--- config.mk ---
export PLATFORM = sky130hd
export DESIGN_NAME = sram_port_arbiter
export DESIGN_NICKNAME = d
export VERILOG_FILES = /design/src/rtl/sram_port_arbiter.sv
export SDC_FILE = /design/constraint.sdc
export NUM_CORES = 1
export LEC_CHECK = 0
export BUFFER_PORTS_ARGS = -buffer_cell sky130_fd_sc_hd__clkbuf_2
export CAP_MARGIN = 20
export CORE_MARGIN = 2
export CORE_UTILIZATION = 42
export DETAILED_ROUTE_END_ITERATION = 6
export PLACE_DENSITY = 0.77
export SLEW_MARGIN = 20
export SYNTH_ARGS = -nofsm -noshare
export SYNTH_HDL_FRONTEND = slang
export SYNTH_SLANG_ARGS = --single-unit
--- constraint.sdc ---
create_clock -name HCLK -period 2.01 [get_ports HCLK]
set_input_delay 0.603 -clock HCLK [delete_from_list [all_inputs] [get_ports HCLK]]
set_output_delay 0.603 -clock HCLK [all_outputs]
set_load 0.01 [all_outputs]
--- src/rtl/sram_port_arbiter.sv ---
// rtl/sram_port_arbiter.sv - two-requester arbiter sharing one SRAM controller port
// Optional ack watchdog enabled by defining SRAM_ARB_TIMEOUT_EN.
module sram_port_arbiter #(
    parameter int AHB_DWIDTH     = 32,
    parameter int ADDR_WIDTH     = 20,
    parameter int FIXED_PRIO     = 0,
    parameter int TIMEOUT_CYCLES = 16
) (
    input  logic                  HCLK,
    input  logic                  HRESETN,
    input  logic                  rqa_req,
    input  logic                  rqa_write,
    input  logic [2:0]            rqa_size,
    input  logic [ADDR_WIDTH-1:0] rqa_addr,
    input  logic [AHB_DWIDTH-1:0] rqa_wdata,
    output logic                  rqa_done,
    output logic [AHB_DWIDTH-1:0] rqa_rdata,
    output logic                  rqa_err,
    input  logic                  rqb_req,
    input  logic                  rqb_write,
    input  logic [2:0]            rqb_size,
    input  logic [ADDR_WIDTH-1:0] rqb_addr,
    input  logic [AHB_DWIDTH-1:0] rqb_wdata,
    output logic                  rqb_done,
    output logic [AHB_DWIDTH-1:0] rqb_rdata,
    output logic                  rqb_err,
    output logic                  sram_req,
    output logic                  sram_write,
    output logic [2:0]            sram_size,
    output logic [ADDR_WIDTH-1:0] sram_addr,
    output logic [AHB_DWIDTH-1:0] sram_wdata,
    input  logic                  sram_ack,
    input  logic [AHB_DWIDTH-1:0] sram_rdata,
    input  logic                  sram_busy
);

    typedef enum logic [1:0] {S_IDLE, S_ISSUE, S_WAIT_ACK, S_DONE} state_t;

    state_t                r_state;
    state_t                w_next;
    logic                  r_gnt_b;
    logic                  r_last_b;
    logic [AHB_DWIDTH-1:0] r_rdata_a;
    logic [AHB_DWIDTH-1:0] r_rdata_b;
    logic                  w_grant;
    logic                  w_pick_b;
    logic                  w_timeout;
    logic                  w_err;
    logic                  w_done;
    logic [AHB_DWIDTH-1:0] w_rdata_now;

`ifdef SRAM_ARB_TIMEOUT_EN
    localparam int CNT_W = $clog2(TIMEOUT_CYCLES + 1);
    logic [CNT_W-1:0] r_cnt;
    logic             r_err;

    // An ack arriving on the limit cycle still wins over the watchdog.
    assign w_timeout = (r_state == S_WAIT_ACK) && !sram_ack &&
                       (r_cnt == CNT_W'(TIMEOUT_CYCLES - 1));
    assign w_err     = r_err;

    always_ff @(posedge HCLK or negedge HRESETN) begin
        if (!HRESETN) begin
            r_cnt <= '0;
            r_err <= 1'b0;
        end else begin
            r_cnt <= (r_state == S_WAIT_ACK) ? r_cnt + 1'b1 : '0;
            if (r_state == S_WAIT_ACK)
                r_err <= w_timeout;
        end
    end
`else
    assign w_timeout = 1'b0;
    assign w_err     = 1'b0;
`endif

    always_comb begin
        w_pick_b = rqb_req;
        if (rqa_req && rqb_req)
            w_pick_b = (FIXED_PRIO != 0) ? 1'b0 : !r_last_b;
    end

    always_comb begin
        w_next  = r_state;
        w_grant = 1'b0;
        case (r_state)
            S_IDLE: begin
                if (!sram_busy && (rqa_req || rqb_req)) begin
                    w_grant = 1'b1;
                    w_next  = S_ISSUE;
                end
            end
            S_ISSUE:    w_next = S_WAIT_ACK;
            S_WAIT_ACK: if (sram_ack || w_timeout) w_next = S_DONE;
            S_DONE:     w_next = S_IDLE;
            default:    w_next = S_IDLE;
        endcase
    end

    always_ff @(posedge HCLK or negedge HRESETN) begin
        if (!HRESETN) begin
            r_state    <= S_IDLE;
            r_gnt_b    <= 1'b0;
            r_last_b   <= 1'b1;
            sram_write <= 1'b0;
            sram_size  <= '0;
            sram_addr  <= '0;
            sram_wdata <= '0;
            r_rdata_a  <= '0;
            r_rdata_b  <= '0;
        end else begin
            r_state <= w_next;
            if (w_grant) begin
                r_gnt_b    <= w_pick_b;
                r_last_b   <= w_pick_b;
                sram_write <= w_pick_b ? rqb_write : rqa_write;
                sram_size  <= w_pick_b ? rqb_size  : rqa_size;
                sram_addr  <= w_pick_b ? rqb_addr  : rqa_addr;
                sram_wdata <= w_pick_b ? rqb_wdata : rqa_wdata;
            end
            if (rqa_done) r_rdata_a <= w_rdata_now;
            if (rqb_done) r_rdata_b <= w_rdata_now;
        end
    end

    // Controller rdata is only valid in the DONE cycle, so it is passed through then and held afterwards.
    assign w_done      = (r_state == S_DONE);
    assign w_rdata_now = w_err ? '0 : sram_rdata;
    assign sram_req    = (r_state == S_ISSUE);
    assign rqa_done    = w_done && !r_gnt_b;
    assign rqb_done    = w_done && r_gnt_b;
    assign rqa_err     = rqa_done && w_err;
    assign rqb_err     = rqb_done && w_err;
    assign rqa_rdata   = rqa_done ? w_rdata_now : r_rdata_a;
    assign rqb_rdata   = rqb_done ? w_rdata_now : r_rdata_b;

endmodule

==> results of run 1 <==
## synthesized netlist by cell type
cell type / count
a21bo_2: 1
a21oi_1: 1
buf_1: 3
buf_2: 10
buf_4: 4
buf_6: 3
conb_1: 1
dfrtp_1: 123
dfstp_2: 1
ha_1: 4
inv_1: 7
mux2_2: 142
mux2_4: 35
mux2i_1: 2
nand2_1: 2
nor2_1: 1
nor2b_1: 1
o21bai_1: 1
o22a_1: 1
## registers in the layout, indices dropped and copies added, names as in the netlist
name        cells
r_gnt_b         1
sram_wdata     32
r_rdata_a      32
r_state         2
r_last_b        1
sram_size       3
sram_write      1
sram_addr      20
r_rdata_b      32
## area by class of cell
type	instances	area, sq um
Fill cell	909	4109
Clock inverter	7	85.08
Timing Repair Buffer	305	2123
Sequential cell	124	3105
Clock buffer	24	511.7
Inverter	7	28.78
Tap cell	172	215.2
Multi-Input combinational cell	193	2544
## metal layers
layer	track usage, %	vias to the layer above
met5	0	-
met4	8.333	0
met3	5.164	25
met2	34.83	179
met1	20.74	1981
li1	-	1832
## worst min path at each step
stage                     startpoint            end  slack [ps]  cells after the start
final                        HRESETN   sram_addr[1]         110                      1
after CTS                    HRESETN   sram_addr[1]         100                      1
after floorplan              HRESETN        r_gnt_b         310                      0
after global placement      r_last_b       r_last_b         460                      2
after global routing         HRESETN  r_rdata_a[15]         120                      1
after detailed placement    r_last_b       r_last_b         460                      2
## power by group through the flow
stage	logic (mW)	clock network, mW	registers (mW)
2_1_floorplan	2.99	0	4.50
3_3_place_gp	5.25	0	4.25
3_5_place_dp	5.39	0	4.33
4_1_cts	5.71	3.07	4.32
5_1_grt	7.93	3.20	4.51
6_report	7.50	3.00	4.38
## layout by cell type (no fill, tap or decap)
cell type	netlist	layout
clkbuf_16	0	21
nor2_4	0	1
a21oi_1	1	1
clkinv_2	0	5
bufinv_16	0	2
dfrtp_1	123	122
buf_12	0	9
dfrtp_2	0	1
clkbuf_2	0	219
inv_1	7	4
clkbuf_1	0	1
nor2b_1	1	1
ha_4	0	1
a21bo_2	1	1
nand2_8	0	2
buf_6	3	53
o22a_1	1	1
inv_4	0	1
ha_1	4	3
mux2i_1	2	2
buf_4	4	20
inv_2	0	2
conb_1	1	2
clkbuf_8	0	6
mux2_2	142	78
dfstp_2	1	1
mux2_4	35	99
o21bai_1	1	1
## timing repair
item,4_1_cts,5_1_grt
gates cloned,2,5
endpoints found under the setup margin,66,66
resized for setup,26,172
setup buffers,2,15
hold buffers,0,0
pin swaps,0,2
## kinds of logic after synthesis
kind of cell               count (synthesis)
AOI/OAI and AO/OA                          4
adders and majority gates                  4
buffers and inverters                     27
DFF                                      124
muxes                                    179
other                                      1
and+or+nand+nor                            4
==> impl_metrics.prom, run 1 <==
# TYPE chip_impl_metric gauge
chip_impl_metric{name="intPower",unit="mW"} 10.26
chip_impl_info{name="crit-reg2reg-capture",value="sram_addr[1]"} 1
chip_impl_metric{name="wirelength",unit="um"} 14810
chip_impl_info{name="violations",value="setup timing"} 1
chip_impl_metric{name="r2r.worst_path.cells",unit=""} 8
chip_impl_metric{name="critical_path.max_stage_delay",unit="ps"} 400
chip_impl_metric{name="fin_worst_hold_slack",unit="ps"} 106.1
chip_impl_info{name="timing.critical_path.from",value="r_state[1]"} 1
chip_impl_metric{name="critical_path_arrival",unit="ps"} 1770
chip_impl_metric{name="grt_pass1_wl",unit="um"} 21070
chip_impl_metric{name="portBuffers",unit=""} 272
chip_impl_metric{name="route.antenna.remaining_nets",unit=""} 0
chip_impl_metric{name="yosysSeqAreaShare",unit="%"} 56.41
chip_impl_metric{name="drcViolationCount",unit=""} 0
chip_impl_metric{name="timing_max_transition_violations_final",unit=""} 0
chip_impl_metric{name="first_global_vias",unit=""} 4223
chip_impl_metric{name="globalRoute.totalOverflow",unit=""} 0
chip_impl_metric{name="placed_area",unit="sq um"} 7126
chip_impl_metric{name="post_synth_xor_xnor_area",unit="%"} 0
chip_impl_metric{name="critical_path_required",unit="ps"} 1410
chip_impl_info{name="worst_setup_path_endpoint",value="rqb_rdata[4]"} 1
chip_impl_metric{name="clock_sinks",unit=""} 124
chip_impl_metric{name="synth_largest_type_area_fraction",unit="%"} 55.93
chip_impl_info{name="run_status",value="finished, violations left"} 1
chip_impl_metric{name="gr-usage-all-layers",unit="%"} 19.12
chip_impl_metric{name="routed_wire_length_per_instance",unit="um"} 17.80
chip_impl_metric{name="finalSetupTns",unit="ps"} -21150
chip_impl_metric{name="postLayoutCellArea",unit="sq um"} 8613
chip_impl_metric{name="wl_met1",unit="um"} 5599
chip_impl_metric{name="power.total",unit="mW"} 14.87
chip_impl_metric{name="seqPwrFrac",unit="%"} 29.4
chip_impl_metric{name="drive_above_1_share",unit="%"} 79.09
chip_impl_info{name="timing.rr.start",value="r_state[1]"} 1
chip_impl_info{name="cts_tree",value="yes"} 1
chip_impl_metric{name="route.met3.wl",unit="um"} 1021
chip_impl_info{name="timing.hold.worst.class",value="in2async"} 1
chip_impl_metric{name="synth_cell_types",unit=""} 19
chip_impl_info{name="worstPathCellList",value="ha_4 > nand2_8 > clkbuf_16 > mux2_4 > buf_6"} 1
chip_impl_metric{name="synth_compound_gate_area_share",unit="%"} 0.5684
chip_impl_metric{name="initial_util",unit="%"} 43.25
chip_impl_metric{name="routed-via-count",unit=""} 4017
chip_impl_metric{name="power.switching",unit="mW"} 4.611
chip_impl_info{name="main_combinational_cell_family_by_area_after_synthesis",value="multiplexers"} 1
chip_impl_metric{name="critical_path_depth",unit=""} 5
chip_impl_metric{name="num_rows",unit=""} 41
chip_impl_info{name="path_delay_family",value="flip-flops"} 1
chip_impl_metric{name="finalWeightedCongestion",unit=""} 0.7861
chip_impl_metric{name="total_of_flip_flops_plus_latches_after_synthesis",unit=""} 124
chip_impl_metric{name="leakage_component_of_the_power",unit="nW"} 4.506
chip_impl_metric{name="peakVddDrop",unit="uV"} 1144
chip_impl_info{name="rsz0062_at_grt",value="true"} 1
chip_impl_metric{name="clkSlewWorstSetupHoldPaths",unit="ps"} 50
chip_impl_metric{name="detailed_place_hpwl",unit="um"} 9644
chip_impl_metric{name="synthCells",unit=""} 343
chip_impl_metric{name="fin_util",unit="%"} 67.70
chip_impl_metric{name="routed-wl-met2",unit="um"} 7894
chip_impl_metric{name="total_inserted_antenna_cells",unit=""} 0
chip_impl_info{name="yosysTopAreaCell",value="dfrtp_1"} 1
chip_impl_metric{name="power.share.switching",unit="%"} 31.00
chip_impl_info{name="critical_path.startpoint_type",value="flip-flop"} 1
chip_impl_metric{name="setup_slack",unit="ps"} -366.6
chip_impl_metric{name="synth_mux_area_share",unit="%"} 38.97
chip_impl_info{name="cts.root.buffer_cell",value="clkbuf_16"} 1
chip_impl_metric{name="fin_cells",unit=""} 832
chip_impl_metric{name="die-height",unit="um"} 118.5
chip_impl_metric{name="period_minus_slack",unit="ps"} 2377
chip_impl_metric{name="dr.pass1.iters",unit=""} 4
chip_impl_metric{name="setup_violations",unit=""} 67
chip_impl_metric{name="maxCapViolCount",unit=""} 0
chip_impl_metric{name="cts.htree.levels",unit=""} 4
chip_impl_metric{name="synthesis.area_per_instance",unit="sq um"} 16.04
chip_impl_metric{name="pre_cts_slack",unit="ps"} -23.19
chip_impl_info{name="worstSetupEndpointType",value="output pin"} 1
chip_impl_metric{name="post_synth_fa_ha_maj_area_fraction",unit="%"} 0.9095
chip_impl_metric{name="insertion_delay",unit="ps"} 400
chip_impl_info{name="crit_type",value="reg2out"} 1
chip_impl_info{name="worst_path_max_delay_cell",value="dfrtp_1"} 1
chip_impl_metric{name="internal_reg_to_reg_setup_slack",unit="ps"} 90
chip_impl_metric{name="dr.first_iter.drc_count",unit=""} 127
chip_impl_metric{name="hold_violations",unit=""} 0
chip_impl_info{name="route.top_layer_used",value="met4"} 1
chip_impl_metric{name="post_syn_area",unit="sq um"} 5503
chip_impl_metric{name="dp_cells",unit=""} 779
chip_impl_metric{name="floorplan.die_area",unit="sq um"} 14030
chip_impl_metric{name="die_w",unit="um"} 118.5
chip_impl_metric{name="finClkSkew",unit="ps"} 6.129
chip_impl_metric{name="cellPowerDensity",unit="nW/um^2"} 1727
chip_impl_metric{name="final_net_count",unit=""} 802
chip_impl_metric{name="combPwrFrac",unit="%"} 50.4
chip_impl_metric{name="ys_warn_count",unit=""} 0
chip_impl_metric{name="min_period_over_period",unit="%"} 118.2
chip_impl_metric{name="syn_to_final_growth",unit="%"} 56.53
chip_impl_metric{name="fmaxAchievable",unit="MHz"} 420.8
chip_impl_metric{name="initial_antenna_violation_count",unit=""} 1
chip_impl_metric{name="fp.coreArea",unit="sq um"} 12720
chip_impl_info{name="netlist_top_cells_area",value="dfrtp_1 (56%), mux2_2 (29%), mux2_4 (9.5%)"} 1
chip_impl_metric{name="ports",unit=""} 275
chip_impl_metric{name="worst_path_fanout_max",unit=""} 8
chip_impl_metric{name="largest_net_degree_at_the_start_of_global_routing",unit=""} 56
chip_impl_metric{name="clock_path_buffers",unit=""} 2
chip_impl_metric{name="vias_per_cell",unit=""} 4.828
chip_impl_metric{name="critical_path_buf_inv_count",unit=""} 2
chip_impl_metric{name="clockPowerShare",unit="%"} 20.2
chip_impl_metric{name="cts_inserted_buffers",unit=""} 17
chip_impl_metric{name="post_synth_and_or_nand_nor_area_fraction",unit="%"} 0.3183
No activity file was read; power rests on OpenSTA's default activity.
==> run 2, diff against run 1 <==
Settings changed: MAX_ROUTING_LAYER from default to met4.
==> impl_metrics.prom, run 2 (synthesis results as in run 1) <==
# TYPE chip_impl_metric gauge
chip_impl_metric{name="largest_net_degree_at_the_start_of_global_routing",unit=""} 56
chip_impl_metric{name="fmaxAchievable",unit="MHz"} 420.2
chip_impl_metric{name="cts-hold-fix-buffers",unit=""} 0
chip_impl_metric{name="setup_violations",unit=""} 67
chip_impl_metric{name="finClkSkew",unit="ps"} 5.414
chip_impl_metric{name="critical_path_buf_inv_count",unit=""} 2
chip_impl_metric{name="routed_wire_length_per_instance",unit="um"} 17.27
chip_impl_metric{name="drcViolationCount",unit=""} 0
chip_impl_metric{name="insertion_delay",unit="ps"} 410
chip_impl_info{name="worst_path_max_delay_cell",value="dfrtp_1"} 1
chip_impl_metric{name="dr.pass1.iters",unit=""} 4
chip_impl_metric{name="cts.htree.levels",unit=""} 4
chip_impl_metric{name="critical_path_required",unit="ps"} 1410
chip_impl_metric{name="final_net_count",unit=""} 802
chip_impl_metric{name="maxCapViolCount",unit=""} 0
chip_impl_metric{name="finalSetupTns",unit="ps"} -21260
chip_impl_info{name="path_delay_family",value="flip-flops"} 1
chip_impl_metric{name="critical_path_arrival",unit="ps"} 1780
chip_impl_info{name="largestRegisters",value="r_rdata_a: 32 flops, r_rdata_b: 32 flops, sram_wdata: 32 flops"} 1
chip_impl_metric{name="dr.first_iter.drc_count",unit=""} 164
chip_impl_metric{name="r2r.worst_path.cells",unit=""} 8
chip_impl_info{name="crit-reg2reg-capture",value="sram_addr[1]"} 1
chip_impl_metric{name="routed-via-count",unit=""} 3981
chip_impl_metric{name="fp.coreArea",unit="sq um"} 12720
chip_impl_metric{name="vias_per_cell",unit=""} 4.779
chip_impl_metric{name="syn_to_final_growth",unit="%"} 54.91
chip_impl_metric{name="critical_path.max_stage_delay",unit="ps"} 400
chip_impl_metric{name="globalRoute.totalOverflow",unit=""} 0
chip_impl_metric{name="leakage_component_of_the_power",unit="nW"} 4.449
chip_impl_metric{name="timing_max_transition_violations_final",unit=""} 0
chip_impl_info{name="violations",value="setup timing"} 1
chip_impl_metric{name="clock_sinks",unit=""} 124
chip_impl_metric{name="fill_cells",unit=""} 938
chip_impl_metric{name="placed_area",unit="sq um"} 7126
chip_impl_info{name="worstSetupEndpointType",value="output pin"} 1
chip_impl_metric{name="floorplan.die_area",unit="sq um"} 14030
chip_impl_info{name="timing.hold.worst.class",value="in2async"} 1
chip_impl_info{name="timing.rr.start",value="r_state[1]"} 1
chip_impl_metric{name="postLayoutCellArea",unit="sq um"} 8524
chip_impl_metric{name="clkSlewWorstSetupHoldPaths",unit="ps"} 50
chip_impl_metric{name="die_w",unit="um"} 118.5
chip_impl_metric{name="worst_path_fanout_max",unit=""} 8
chip_impl_metric{name="portBuffers",unit=""} 272
chip_impl_metric{name="ports",unit=""} 275
chip_impl_metric{name="hold_violations",unit=""} 0
chip_impl_info{name="cts.root.buffer_cell",value="clkbuf_16"} 1
chip_impl_metric{name="die-height",unit="um"} 118.5
chip_impl_metric{name="initial_util",unit="%"} 43.25
chip_impl_info{name="mostFrequentLayoutCells",value="clkbuf_2 (227), dfrtp_1 (122), mux2_4 (91)"} 1
chip_impl_metric{name="multi_input_comb_area",unit="sq um"} 2514
chip_impl_metric{name="finalWeightedCongestion",unit=""} 0.7970
chip_impl_info{name="run_status",value="finished, violations left"} 1
chip_impl_metric{name="peakVddDrop",unit="uV"} 1142
chip_impl_metric{name="internal_reg_to_reg_setup_slack",unit="ps"} 80
chip_impl_info{name="cts_tree",value="yes"} 1
chip_impl_metric{name="drive_above_1_share",unit="%"} 78.94
chip_impl_metric{name="register_area",unit="sq um"} 3105
chip_impl_info{name="critical_path.startpoint_type",value="flip-flop"} 1
chip_impl_metric{name="cts_inserted_buffers",unit=""} 17
chip_impl_metric{name="gr-usage-all-layers",unit="%"} 19.75
chip_impl_metric{name="setup_slack",unit="ps"} -369.8
chip_impl_metric{name="critical_path_depth",unit=""} 5
chip_impl_metric{name="min_period_over_period",unit="%"} 118.4
chip_impl_metric{name="detailed_place_hpwl",unit="um"} 9644
chip_impl_metric{name="wirelength",unit="um"} 14390
chip_impl_metric{name="num_rows",unit=""} 41
chip_impl_metric{name="period_minus_slack",unit="ps"} 2380
chip_impl_metric{name="first_global_vias",unit=""} 4231
chip_impl_info{name="crit_type",value="reg2out"} 1
chip_impl_info{name="worstPathCellList",value="ha_4 > nand2_8 > clkbuf_16 > mux2_4 > buf_6"} 1
chip_impl_info{name="rsz0062_at_grt",value="true"} 1
chip_impl_metric{name="grt_pass1_wl",unit="um"} 21070
chip_impl_metric{name="initial_antenna_violation_count",unit=""} 1
chip_impl_info{name="layout.cells.most_common",value="clkbuf_2"} 1
chip_impl_metric{name="route.antenna.remaining_nets",unit=""} 0
chip_impl_metric{name="clock_path_buffers",unit=""} 2
chip_impl_metric{name="cellPowerDensity",unit="nW/um^2"} 1713
[run 2: cell count changes in the layout (fill, tap and decap cells not counted), sizes merged]
| cell | change |
|---|---|
| clkbuf | +8 |
| diode | +1 |
| buf | -8 |
[run 2: worst max-delay path by stage]
stage	start	slack, ps	end
after floorplan	r_state[0]	60	rqb_rdata[10]
after global placement	r_state[0]	-0.02	rqb_rdata[23]
after detailed placement	r_state[0]	-20	rqb_rdata[28]
after CTS	r_state[0]	-450	rqa_rdata[27]
after global routing	r_state[0]	-430	rqa_rdata[17]
final	r_state[1]	-370	rqb_rdata[4]
[run 2: area by class of cell]
cell class / count / area share [%]
tap: 172 / 2.525
multi-input combinational: 193 / 29.49
timing repair buffer: 305 / 24.22
inverter: 7 / 0.3082
antenna: 1 / 0.02936
clock inverter: 7 / 0.9981
sequential: 124 / 36.43
clock buffer: 24 / 6.003
[run 2: per-layer routing]
layer	part of all wire, %	wire (um)	GRT usage, %
met5	0	0	-
met4	1.6	236	7.887
met1	38	5469	20.93
met3	6.6	951	5.647
met2	54	7731	34.72
[run 2: power breakdown]
group | internal [mW] | leakage, nW | switching (mW)
clock | 2.00 | 0.302 | 1.00
sequential | 3.81 | 1.45 | 0.561
combinational | 4.26 | 2.69 | 2.97
total | 10.1 | 4.45 | 4.53
[run 2: metrics by stage]
step / worst slack (ps) / hold WS (ps) / std cells / utilization [%] / power [mW]
after floorplan: 58.57 / 307.4 / 344 / - / 7.485
after global placement: -0.01987 / 460.2 / 779 / 56.01 / 9.503
after detailed placement: -23.19 / 464.2 / 779 / 56.01 / 9.717
after CTS: -448.2 / 99.62 / 814 / 61.95 / 13.11
after global routing: -432.0 / 113.2 / 833 / 67.00 / 15.37
final: -369.8 / 102.0 / 833 / 67.00 / 14.61
[run 2: timing repair]
action	in CTS	in global routing
gates cloned	2	5
buffers inserted	2	15
setup endpoints to repair	66	66
pin swaps	0	2
resized for setup	26	144
endpoints found under the hold margin	0	0
==> run 3, diff against run 2 <==
Settings changed: BUFFER_PORTS_ARGS -buffer_cell sky130_fd_sc_hd__clkbuf_2 to -buffer_cell sky130_fd_sc_hd__buf_4, CORE_UTILIZATION 42 to 37, CTS_BUF_LIST from default to sky130_fd_sc_hd__clkbuf_4 sky130_fd_sc_hd__clkbuf_8, PLACE_DENSITY 0.77 to 0.7.
==> impl_metrics.prom, run 3 (synthesis results as in run 1) <==
# TYPE chip_impl_metric gauge
chip_impl_metric{name="clkSlewWorstSetupHoldPaths",unit="ps"} 70
chip_impl_metric{name="drcViolationCount",unit=""} 0
chip_impl_metric{name="grt_pass1_wl",unit="um"} 24250
chip_impl_metric{name="cts.htree.levels",unit=""} 4
chip_impl_info{name="timing.critical_path.from",value="r_state[0]"} 1
chip_impl_metric{name="dr.first_iter.drc_count",unit=""} 151
chip_impl_metric{name="routed-via-count",unit=""} 3992
chip_impl_metric{name="total_inserted_antenna_cells",unit=""} 0
chip_impl_metric{name="multi_input_comb_area",unit="sq um"} 2556
chip_impl_metric{name="fin_util",unit="%"} 62.58
chip_impl_metric{name="floorplan.die_area",unit="sq um"} 15860
chip_impl_metric{name="hold_violations",unit=""} 0
chip_impl_metric{name="timing_max_transition_violations_final",unit=""} 0
chip_impl_info{name="cts.root.buffer_cell",value="clkbuf_8"} 1
chip_impl_metric{name="finalWeightedCongestion",unit=""} 0.8150
chip_impl_metric{name="period_minus_slack",unit="ps"} 2471
chip_impl_metric{name="peakVddDrop",unit="uV"} 1000
chip_impl_metric{name="cts_inserted_buffers",unit=""} 17
chip_impl_metric{name="critical_path_arrival",unit="ps"} 1870
chip_impl_info{name="crit_type",value="reg2out"} 1
chip_impl_metric{name="portBuffers",unit=""} 272
chip_impl_metric{name="die-height",unit="um"} 126.0
chip_impl_metric{name="finClkSkew",unit="ps"} 6.201
chip_impl_metric{name="fill_cells",unit=""} 1113
chip_impl_metric{name="maxCapViolCount",unit=""} 0
chip_impl_metric{name="min_period_over_period",unit="%"} 122.9
chip_impl_metric{name="internal_reg_to_reg_setup_slack",unit="ps"} 130
chip_impl_metric{name="setup_slack",unit="ps"} -460.6
chip_impl_metric{name="initial_util",unit="%"} 37.86
chip_impl_metric{name="initial_antenna_violation_count",unit=""} 0
chip_impl_metric{name="largest_net_degree_at_the_start_of_global_routing",unit=""} 66
chip_impl_metric{name="finalSetupTns",unit="ps"} -26680
chip_impl_metric{name="detailed_place_hpwl",unit="um"} 9976
chip_impl_info{name="rsz0062_at_grt",value="true"} 1
chip_impl_metric{name="leakage_component_of_the_power",unit="nW"} 4.591
chip_impl_metric{name="power.total",unit="mW"} 14.76
chip_impl_metric{name="worst_path_fanout_max",unit=""} 8
chip_impl_metric{name="gr-usage-all-layers",unit="%"} 20.23
chip_impl_metric{name="route.antenna.remaining_nets",unit=""} 0
chip_impl_info{name="critical_path.startpoint_type",value="flip-flop"} 1
chip_impl_info{name="mostFrequentLayoutCells",value="buf_4 (216), dfrtp_1 (123), mux2_4 (99)"} 1
chip_impl_metric{name="num_rows",unit=""} 44
chip_impl_info{name="timing.rr.start",value="r_state[0]"} 1
chip_impl_info{name="worstSetupEndpointType",value="output pin"} 1
chip_impl_metric{name="syn_to_final_growth",unit="%"} 65.28
chip_impl_metric{name="wirelength",unit="um"} 15210
chip_impl_metric{name="setup_violations",unit=""} 66
chip_impl_metric{name="fp.coreArea",unit="sq um"} 14530
chip_impl_metric{name="globalRoute.totalOverflow",unit=""} 0
chip_impl_metric{name="drive_above_1_share",unit="%"} 79.15
chip_impl_metric{name="register_area",unit="sq um"} 3104
chip_impl_info{name="violations",value="setup timing"} 1
chip_impl_info{name="min_delay_src",value="sram_rdata[10]"} 1
chip_impl_metric{name="routed_wire_length_per_instance",unit="um"} 18.09
chip_impl_info{name="largestRegisters",value="r_rdata_a: 32 flops, r_rdata_b: 32 flops, sram_wdata: 32 flops"} 1
chip_impl_metric{name="dr.pass1.iters",unit=""} 4
chip_impl_metric{name="ports",unit=""} 275
chip_impl_info{name="timing.hold.worst.class",value="in2reg"} 1
chip_impl_metric{name="first_global_vias",unit=""} 4523
chip_impl_metric{name="critical_path_required",unit="ps"} 1410
chip_impl_metric{name="insertion_delay",unit="ps"} 440
chip_impl_metric{name="vias_per_cell",unit=""} 4.747
chip_impl_metric{name="final_net_count",unit=""} 799
chip_impl_info{name="layout.cells.most_common",value="buf_4"} 1
chip_impl_metric{name="clock_path_buffers",unit=""} 2
chip_impl_metric{name="fmaxAchievable",unit="MHz"} 404.8
chip_impl_metric{name="die_w",unit="um"} 126.0
chip_impl_info{name="run_status",value="finished, violations left"} 1
chip_impl_info{name="cts_tree",value="yes"} 1
chip_impl_metric{name="clock_sinks",unit=""} 124
chip_impl_metric{name="cellPowerDensity",unit="nW/um^2"} 1623
-- run 3: metal layers --
| layer | track usage [%] | routed length (um) |
|---|---|---|
| met1 | 24.58 | 6281 |
| met2 | 32.29 | 7575 |
| met3 | 6.202 | 1046 |
| met4 | 6.787 | 308 |
| met5 | - | 0 |
-- run 3: area by class of cell --
cell class | count | share of cell area, %
flip-flops and latches | 124 | 34.13
repair buffers | 302 | 30.55
multi-input cells | 193 | 28.11
clock buffers | 23 | 3.343
well taps | 184 | 2.531
clock inverters | 8 | 0.9905
inverters | 7 | 0.3439
-- run 3: final timing paths --
path                                  to  depth (start not counted)
max in group asynchronous       r_last_b                          3
max                         rqa_rdata[2]                          6
min                        r_rdata_b[10]                          2
max reg2reg                sram_wdata[4]                          7
min reg2reg                     r_last_b                          2
min in group asynchronous  sram_addr[10]                          2
-- run 3: timing repair --
item,4_1_cts,5_1_grt
gates cloned,7,1
hold buffers,1,0
setup endpoints to repair,66,89
setup buffers,7,6
gates resized for setup,149,7
pin swaps,2,2
hold endpoints to repair,1,0
-- run 3: per-stage QoR --
| step | instance area (sq um) | std cells | hold slack (ps) | setup WS, ps |
|---|---|---|---|---|
| 2_1_floorplan | 5510 | 344 | 307.4 | 58.57 |
| 3_3_place_gp | 7824 | 790 | 407.8 | -54.67 |
| 3_5_place_dp | 7824 | 790 | 410.9 | -55.18 |
| 4_1_cts | 9031 | 836 | 398.6 | -480.1 |
| 5_1_grt | 9095 | 841 | 393.3 | -527.2 |
| 6_report | 9095 | 841 | 421.7 | -460.6 |
-- run 3: power breakdown --
group,internal (mW),switching [mW],leakage [nW],total (mW)
sequential,3.80,0.559,1.46,4.36
combinational,5.11,3.12,2.92,8.22
clock,1.24,0.944,0.212,2.19
total,10.1,4.62,4.59,14.8
-- run 3: worst max-delay path, cell delays in order (launching register included) --
cell and delay [ps]:
dfrtp_1 400, ha_4 220, nand2_8 80, buf_12 140, buf_16 150, mux2_4 320, buf_6 130
